`config.mk`:
```
export PLATFORM = sky130hd
export DESIGN_NAME = sa_accumulator
export DESIGN_NICKNAME = d
export VERILOG_FILES = /design/src/rtl/sa_acc_pkg.sv /design/src/rtl/sa_acc_requant.sv /design/src/rtl/sa_accumulator.sv
export SDC_FILE = /design/constraint.sdc
export NUM_CORES = 2
export LEC_CHECK = 0
export CAP_MARGIN = 5
export CELL_PAD_IN_SITES_DETAIL_PLACEMENT = 1
export CELL_PAD_IN_SITES_GLOBAL_PLACEMENT = 1
export CORE_ASPECT_RATIO = 1.5
export CORE_MARGIN = 1.5
export CORE_UTILIZATION = 33
export CTS_CLUSTER_SIZE = 16
export DETAILED_ROUTE_END_ITERATION = 7
export PLACE_DENSITY = 0.51
export RECOVER_POWER = 100
export SYNTH_ARGS = -nofsm -noshare
export SYNTH_HDL_FRONTEND = slang
export SYNTH_SLANG_ARGS = --single-unit
```
`constraint.sdc`:
```
create_clock -name clk -period 21.1 [get_ports clk]
set_input_delay 4.22 -clock clk [delete_from_list [all_inputs] [get_ports clk]]
set_output_delay 4.22 -clock clk [all_outputs]
set_load 0.02 [all_outputs]
```
`src/rtl/sa_acc_pkg.sv`:
```
// Shared types and default widths for the systolic-array accumulator lane.
package sa_acc_pkg;

    typedef enum logic [1:0] {
        IDLE  = 2'd0,
        ACCUM = 2'd1,
        DRAIN = 2'd2
    } acc_state_t;

    localparam int PSUM_WIDTH_DEF    = 20;
    localparam int ACC_WIDTH_DEF     = 32;
    localparam int DATA_WIDTH_DEF    = 8;
    localparam int ADDRESS_WIDTH_DEF = 10;
    localparam int DEPTH_DEF         = 64;
    localparam int SHIFT_WIDTH       = 5;

endpackage

```
`src/rtl/sa_acc_requant.sv`:
```
// Combinational requantizer: arithmetic right shift, optional round-half-up
// (build macro SA_ACC_ROUND_EN), then saturation to DATA_WIDTH.
module sa_acc_requant
    import sa_acc_pkg::*;
#(
    parameter int ACC_WIDTH  = ACC_WIDTH_DEF,
    parameter int DATA_WIDTH = DATA_WIDTH_DEF
) (
    input  logic [ACC_WIDTH-1:0]   acc_i,
    input  logic [SHIFT_WIDTH-1:0] shift_i,
    output logic [DATA_WIDTH-1:0]  result_o
);

    // One guard bit so the rounding bias can never wrap the accumulator value.
    localparam logic signed [ACC_WIDTH:0] MAX_V =
        {{(ACC_WIDTH-DATA_WIDTH+2){1'b0}}, {(DATA_WIDTH-1){1'b1}}};
    localparam logic signed [ACC_WIDTH:0] MIN_V =
        {{(ACC_WIDTH-DATA_WIDTH+2){1'b1}}, {(DATA_WIDTH-1){1'b0}}};
    localparam logic signed [ACC_WIDTH:0] ONE_V = {{ACC_WIDTH{1'b0}}, 1'b1};

    logic signed [ACC_WIDTH:0] ext;
    logic signed [ACC_WIDTH:0] biased;
    logic signed [ACC_WIDTH:0] shifted;

    always_comb begin
        ext = {acc_i[ACC_WIDTH-1], acc_i};
`ifdef SA_ACC_ROUND_EN
        if (shift_i != '0) begin
            biased = ext + (ONE_V <<< (shift_i - 5'd1));
        end else begin
            biased = ext;
        end
`else
        biased = ext;
`endif
        shifted = biased >>> shift_i;
        if (shifted > MAX_V) begin
            result_o = MAX_V[DATA_WIDTH-1:0];
        end else if (shifted < MIN_V) begin
            result_o = MIN_V[DATA_WIDTH-1:0];
        end else begin
            result_o = shifted[DATA_WIDTH-1:0];
        end
    end

endmodule

```
`src/rtl/sa_accumulator.sv`:
```
// Accumulator lane: sums K passes of partial sums into a flop buffer, then
// drains requantized results (rounding selected by SA_ACC_ROUND_EN).
//
// state | meaning
// IDLE  | waiting for cfg_start_i; drain pipeline may still be emptying
// ACCUM | accepting partial sums, pass by pass
// DRAIN | walking the buffer, one element per cycle into the output pipe
module sa_accumulator
    import sa_acc_pkg::*;
#(
    parameter int PSUM_WIDTH    = PSUM_WIDTH_DEF,
    parameter int ACC_WIDTH     = ACC_WIDTH_DEF,
    parameter int DATA_WIDTH    = DATA_WIDTH_DEF,
    parameter int ADDRESS_WIDTH = ADDRESS_WIDTH_DEF,
    parameter int DEPTH         = DEPTH_DEF
) (
    input  logic                       clk,
    input  logic                       rst,
    input  logic                       cfg_start_i,
    input  logic [$clog2(DEPTH)-1:0]   cfg_len_m1_i,
    input  logic [7:0]                 cfg_passes_m1_i,
    input  logic [SHIFT_WIDTH-1:0]     cfg_shift_i,
    input  logic [ADDRESS_WIDTH-1:0]   cfg_base_addr_i,
    input  logic                       psum_valid_i,
    input  logic [PSUM_WIDTH-1:0]      psum_i,
    output logic                       acc_valid_o,
    output logic                       acc_last_o,
    output logic [DATA_WIDTH-1:0]      acc_result_o,
    output logic [ADDRESS_WIDTH-1:0]   acc_result_address_o,
    output logic                       busy_o,
    output logic                       err_o
);

    localparam int IDX_W = $clog2(DEPTH);

    acc_state_t               state_q, state_d;
    logic [IDX_W-1:0]         idx_q, idx_d;
    logic [7:0]               pass_q, pass_d;
    logic [IDX_W-1:0]         len_q, len_d;
    logic [7:0]               passes_q, passes_d;
    logic [SHIFT_WIDTH-1:0]   shift_q, shift_d;
    logic [ADDRESS_WIDTH-1:0] base_q, base_d;
    logic                     err_q, err_d;
    logic                     busy_q, busy_d;

    logic                     rd_valid_q, rd_valid_d;
    logic                     rd_last_q, rd_last_d;
    logic [IDX_W-1:0]         rd_idx_q, rd_idx_d;

    logic                     acc_valid_q, acc_valid_d;
    logic                     acc_last_q, acc_last_d;
    logic [DATA_WIDTH-1:0]    acc_result_q, acc_result_d;
    logic [ADDRESS_WIDTH-1:0] acc_addr_q, acc_addr_d;

    logic [ACC_WIDTH-1:0]     buf_q [DEPTH];
    logic                     buf_we;
    logic [ACC_WIDTH-1:0]     buf_wdata;
    logic [ACC_WIDTH-1:0]     psum_ext;
    logic [DATA_WIDTH-1:0]    req_result;

    assign psum_ext = {{(ACC_WIDTH-PSUM_WIDTH){psum_i[PSUM_WIDTH-1]}}, psum_i};

    always_comb begin
        state_d   = state_q;
        idx_d     = idx_q;
        pass_d    = pass_q;
        len_d     = len_q;
        passes_d  = passes_q;
        shift_d   = shift_q;
        base_d    = base_q;
        err_d     = err_q;
        buf_we    = 1'b0;
        buf_wdata = psum_ext;
        rd_valid_d = 1'b0;
        rd_last_d  = 1'b0;
        rd_idx_d   = rd_idx_q;

        case (state_q)
            IDLE: begin
                // Start is refused until the drain pipeline has emptied.
                if (cfg_start_i && !busy_q) begin
                    len_d    = cfg_len_m1_i;
                    passes_d = cfg_passes_m1_i;
                    shift_d  = cfg_shift_i;
                    base_d   = cfg_base_addr_i;
                    idx_d    = '0;
                    pass_d   = '0;
                    state_d  = ACCUM;
                end else if (cfg_start_i) begin
                    err_d = 1'b1;
                end
                if (psum_valid_i) begin
                    err_d = 1'b1;
                end
            end
            ACCUM: begin
                if (cfg_start_i) begin
                    err_d = 1'b1;
                end
                if (psum_valid_i) begin
                    buf_we    = 1'b1;
                    buf_wdata = (pass_q == 8'd0) ? psum_ext : buf_q[idx_q] + psum_ext;
                    if (idx_q == len_q) begin
                        idx_d  = '0;
                        pass_d = pass_q + 8'd1;
                        if (pass_q == passes_q) begin
                            state_d = DRAIN;
                        end
                    end else begin
                        idx_d = idx_q + IDX_W'(1);
                    end
                end
            end
            DRAIN: begin
                if (cfg_start_i || psum_valid_i) begin
                    err_d = 1'b1;
                end
                rd_valid_d = 1'b1;
                rd_idx_d   = idx_q;
                rd_last_d  = (idx_q == len_q);
                if (idx_q == len_q) begin
                    idx_d   = '0;
                    state_d = IDLE;
                end else begin
                    idx_d = idx_q + IDX_W'(1);
                end
            end
            default: state_d = IDLE;
        endcase
    end

    sa_acc_requant #(
        .ACC_WIDTH  (ACC_WIDTH),
        .DATA_WIDTH (DATA_WIDTH)
    ) u_requant (
        .acc_i    (buf_q[rd_idx_q]),
        .shift_i  (shift_q),
        .result_o (req_result)
    );

    always_comb begin
        acc_valid_d  = rd_valid_q;
        acc_last_d   = rd_last_q;
        acc_result_d = rd_valid_q ? req_result : '0;
        acc_addr_d   = rd_valid_q ? base_q + ADDRESS_WIDTH'(rd_idx_q) : '0;
        // Busy stays up until the cycle after the last element leaves.
        busy_d       = (state_d != IDLE) || rd_valid_d || acc_valid_d;
    end

    always_ff @(posedge clk or negedge rst) begin
        if (!rst) begin
            state_q      <= IDLE;
            idx_q        <= '0;
            pass_q       <= '0;
            len_q        <= '0;
            passes_q     <= '0;
            shift_q      <= '0;
            base_q       <= '0;
            err_q        <= 1'b0;
            busy_q       <= 1'b0;
            rd_valid_q   <= 1'b0;
            rd_last_q    <= 1'b0;
            rd_idx_q     <= '0;
            acc_valid_q  <= 1'b0;
            acc_last_q   <= 1'b0;
            acc_result_q <= '0;
            acc_addr_q   <= '0;
        end else begin
            state_q      <= state_d;
            idx_q        <= idx_d;
            pass_q       <= pass_d;
            len_q        <= len_d;
            passes_q     <= passes_d;
            shift_q      <= shift_d;
            base_q       <= base_d;
            err_q        <= err_d;
            busy_q       <= busy_d;
            rd_valid_q   <= rd_valid_d;
            rd_last_q    <= rd_last_d;
            rd_idx_q     <= rd_idx_d;
            acc_valid_q  <= acc_valid_d;
            acc_last_q   <= acc_last_d;
            acc_result_q <= acc_result_d;
            acc_addr_q   <= acc_addr_d;
        end
    end

    always_ff @(posedge clk) begin
        if (buf_we) begin
            buf_q[idx_q] <= buf_wdata;
        end
    end

    assign acc_valid_o          = acc_valid_q;
    assign acc_last_o           = acc_last_q;
    assign acc_result_o         = acc_result_q;
    assign acc_result_address_o = acc_addr_q;
    assign busy_o               = busy_q;
    assign err_o                = err_q;

endmodule

```
==> qor.txt <==
run status - finished, violations left
violated checks - capacitance limit, slew limit
Max Freq - 78.7 MHz
number of nets produced by synthesis - 6130
worst setup path endpoint - buf_q[36][20]
met2 usage - 0.513
global-route wire length before repair - 638000 um
worst setup path class - in -> reg
layout cells sized above 1 - 0.174
number of pins with negative max-slew slack in the final report - 4517
Syn-to-layout area delta - 12.6%
routing usage on met3 - 0.0507
post-synthesis instance area - 0.0979 mm2
detailed placer's ending HPWL - 286000 um
Post-Route WL - 480000 um
I/O Pins - 75
Post-Syn Instances - 6031
critical path capture point type - flip-flop
time the worst path needs with I/O delays and setup - 12.70 ns
initial antenna violation count - 35
reported max-cap violation count - 164
total cell area at the placement stage - 0.105 mm2
Setup Buffers After CTS - 0
root buf cell - sky130_fd_sc_hd__clkbuf_16
global routing usage summed across all routing layers - 0.313
primary flip-flop cell chosen by synthesis mapping - sky130_fd_sc_hd__edfxtp_1
launch point of the critical path - psum_valid_i
sequential-to-total area share from yosys stat - 0.648
net switching power - 4.11 mW
fraction of synthesized cell area taken by the top area cell type - 0.628
TritonCTS clock tree - yes
final clock period utilization by the worst path - 0.602
R2R setup slack - 9.49 ns
Post-synth top cells - sky130_fd_sc_hd__edfxtp_1 (2048), sky130_fd_sc_hd__a22oi_1 (812), sky130_fd_sc_hd__mux4_2 (449), sky130_fd_sc_hd__clkbuf_1 (289)
routability cong. - 0.903
Avg Synthesized Cell Area - 16.2 um2
worst flop-to-flop path startpoint - rd_idx_q[1]
number of failing hold endpoints at the final stage - 0
final setup violating endpoints - 0
iteration-0 DRC count of the detailed router - 9391
Initial Util - 0.332
YS warnings - 0
share of synthesized flip-flops with an asynchronous set or reset - 0.0353
maximum buffer depth of the clock tree - 4
ranking of synthesized cells by area - sky130_fd_sc_hd__edfxtp_1 (63%), sky130_fd_sc_hd__mux4_2 (10%), sky130_fd_sc_hd__a22oi_1 (6.2%)
Worst Path Required - 21.36 ns
worst-path fanout max - 64
cell internal pwr - 8.06 mW
clock input transition at the sequential cells of the worst setup and hold paths - 0.07 ns
Rel. slew slack - -2.33
Synth area leader - sky130_fd_sc_hd__edfxtp_1
most common cell in the synthesized netlist - sky130_fd_sc_hd__edfxtp_1
Pwr Density - 110 mW/mm2
Total Neg Setup Slack - 0 ns
critical path startpoint category - input port
final routed wire length divided by cell count - 46.9 um
Core Area - 0.295 mm2
final core area utilization - 0.374
type of the tightest min-delay check - reg -> reg
distinct cell type count of the synthesized netlist - 94
Num CTS Buffers - 215
# clock sinks - 2123
Worst Skew - 0.0632 ns
overall die height - 670 um
PostCTS Resize Cnt - 0
row count - 244
global route total overflow - 0
Nets - 6216
busiest layer in global routing - met2
total number of vias - 69400
largest net degree at the start of global routing - 112
placed cell count - 9835
count of port buffers added during placement - 74
die extent in x - 448 um
share of total power in the clock network - 0.313
full die area - 0.300 mm2
via count of the first global-routing pass - 69700
setup repair after global routing missed its margin - no
clock latency reported for the late side of the worst-skew pair - 0.93 ns
Tightest Pin Transition - 5.00 ns
worst-case vdd ir drop - 0.0683 mV
endpoint of the lowest-slack register-to-register path - acc_result_o[0]
leakage power of the design - 32.7 nW
non-filler cells, final - 10200
switching share of total power - 0.338
DRC violations left - 0
count of antenna-violating nets left after detailed routing - 0
hold buffer count at cts - 0
count of TritonRoute iterations in the first routing pass - 6
crit path DAT - 12.96 ns
met1 demand-to-capacity share in global routing - 0.384
cells on worst reg2reg path - 14
via-per-instance ratio - 6.79
CTS H-tree lvls - 4
number of synthesized flops with an enable pin - 2048
sequential cell fraction of total power - 0.406
Synth Register Bits - 2123
post-route cell area - 0.110 mm2
hold path depth - 0
portion of total power attributed to combinational logic - 0.281
power groups by stage:
stage          Clock [mW]  Combinational [mW]  Sequential (mW)
5_1_grt              3.96                3.56             4.95
3_5_place_dp            0                3.40             5.00
2_1_floorplan           0                2.00             5.00
3_3_place_gp            0                3.39             5.00
6_report             3.81                3.42             4.94
4_1_cts              3.84                3.41             4.91
layer usage:
metal  vias up  share of wire
met2      4313           0.48
met5         -        0.00012
met1     37800           0.36
met4        10          0.079
met3      1275          0.084
li1      26000              -
sequential cells by signal, summed over array words and instances (netlist names), 5 cells and up:
signal,count
passes_q,8
pass_q,8
idx_q,6
rd_idx_q,6
buf_q,2048
acc_result_address_o,10
len_q,6
shift_q,5
acc_result_o,8
base_q,10
cells by family (layout without fill, tap and decap cells):
logic type | after synthesis | in the layout | synth area share
buf+inv | 531 | 781 | 0.0260
fa+ha+maj | 46 | 46 | 0.00603
mux | 723 | 723 | 0.138
flops | 2123 | 2123 | 0.648
other cells | 0 | 12 | 0
xor+xnor | 53 | 53 | 0.00474
simple gates | 743 | 743 | 0.0395
compound gates | 1812 | 1812 | 0.138
cells in the final DEF (no fill, tap or decap), types with 16 or more instances in the layout:
cell type,n
sky130_fd_sc_hd__a211oi_1,23
sky130_fd_sc_hd__a21o_1,16
sky130_fd_sc_hd__a21oi_1,122
sky130_fd_sc_hd__a221oi_1,177
sky130_fd_sc_hd__a22o_1,177
sky130_fd_sc_hd__a22oi_1,812
sky130_fd_sc_hd__a31oi_1,175
sky130_fd_sc_hd__a41oi_1,46
sky130_fd_sc_hd__and2_1,19
sky130_fd_sc_hd__and3_1,18
sky130_fd_sc_hd__buf_12,19
sky130_fd_sc_hd__buf_4,155
sky130_fd_sc_hd__bufinv_16,18
sky130_fd_sc_hd__clkbuf_1,155
sky130_fd_sc_hd__clkbuf_16,217
sky130_fd_sc_hd__clkdlybuf4s50_1,49
sky130_fd_sc_hd__clkinv_1,56
sky130_fd_sc_hd__clkinv_2,41
sky130_fd_sc_hd__dfrtp_1,69
sky130_fd_sc_hd__dlygate4sd3_1,24
sky130_fd_sc_hd__edfxtp_1,2048
sky130_fd_sc_hd__ha_1,44
sky130_fd_sc_hd__inv_1,30
sky130_fd_sc_hd__mux2_2,79
sky130_fd_sc_hd__mux2i_1,159
sky130_fd_sc_hd__mux4_1,34
sky130_fd_sc_hd__mux4_2,449
sky130_fd_sc_hd__nand2_1,151
sky130_fd_sc_hd__nand2b_1,22
sky130_fd_sc_hd__nand3_1,83
sky130_fd_sc_hd__nand4_1,81
sky130_fd_sc_hd__nor2_1,149
sky130_fd_sc_hd__nor2b_1,17
sky130_fd_sc_hd__nor3_1,23
sky130_fd_sc_hd__nor4_1,41
sky130_fd_sc_hd__o21ai_0,58
sky130_fd_sc_hd__o21ai_4,19
sky130_fd_sc_hd__o22ai_1,44
sky130_fd_sc_hd__xnor2_1,17
sky130_fd_sc_hd__xor2_1,35
worst min-delay path by stage:
stage          startpoint    endpoint  slack [ns]
2_1_floorplan  acc_last_d  acc_last_o        0.33
3_3_place_gp   acc_last_d  acc_last_o        0.34
3_5_place_dp   acc_last_d  acc_last_o        0.34
4_1_cts        acc_last_d  acc_last_o        0.35
5_1_grt        acc_last_d  acc_last_o        0.36
6_report       acc_last_d  acc_last_o        0.35
per-stage QoR:
stage                     worst slack [ns]  hold WS, ns  power [mW]
final                                 8.40        0.349        12.2
after global routing                  8.07        0.359        12.5
after CTS                            11.88        0.351        12.2
after detailed placement             11.06        0.337        8.40
after global placement               10.96        0.343        8.38
after floorplan                      10.39        0.331        7.00
worst max-delay path, cell delays in order:
cell and delay [ns]:
sky130_fd_sc_hd__dlygate4sd3_1 0.63, sky130_fd_sc_hd__and2_0 0.51, sky130_fd_sc_hd__o41ai_1 0.22, sky130_fd_sc_hd__clkbuf_1 1.63, sky130_fd_sc_hd__clkbuf_1 2.25, sky130_fd_sc_hd__nand2_1 0.27, sky130_fd_sc_hd__clkbuf_1 0.69, sky130_fd_sc_hd__o41ai_1 0.24
sky130_fd_sc_hd__clkbuf_1 2.09
cell type report:
| cell class | instances | area (um2) |
|---|---|---|
| Sequential cell | 2123 | 63400 |
| Clock buffer | 253 | 5570 |
| Clock inverter | 128 | 1080 |
| Multi-Input combinational cell | 3377 | 32400 |
| Timing Repair Buffer | 367 | 2730 |
| Antenna cell | 12 | 30.0 |
| Tap cell | 3936 | 4920 |
| Inverter | 33 | 124 |
| Fill cell | 29300 | 184000 |
No activity file was read; power rests on OpenSTA's default activity.
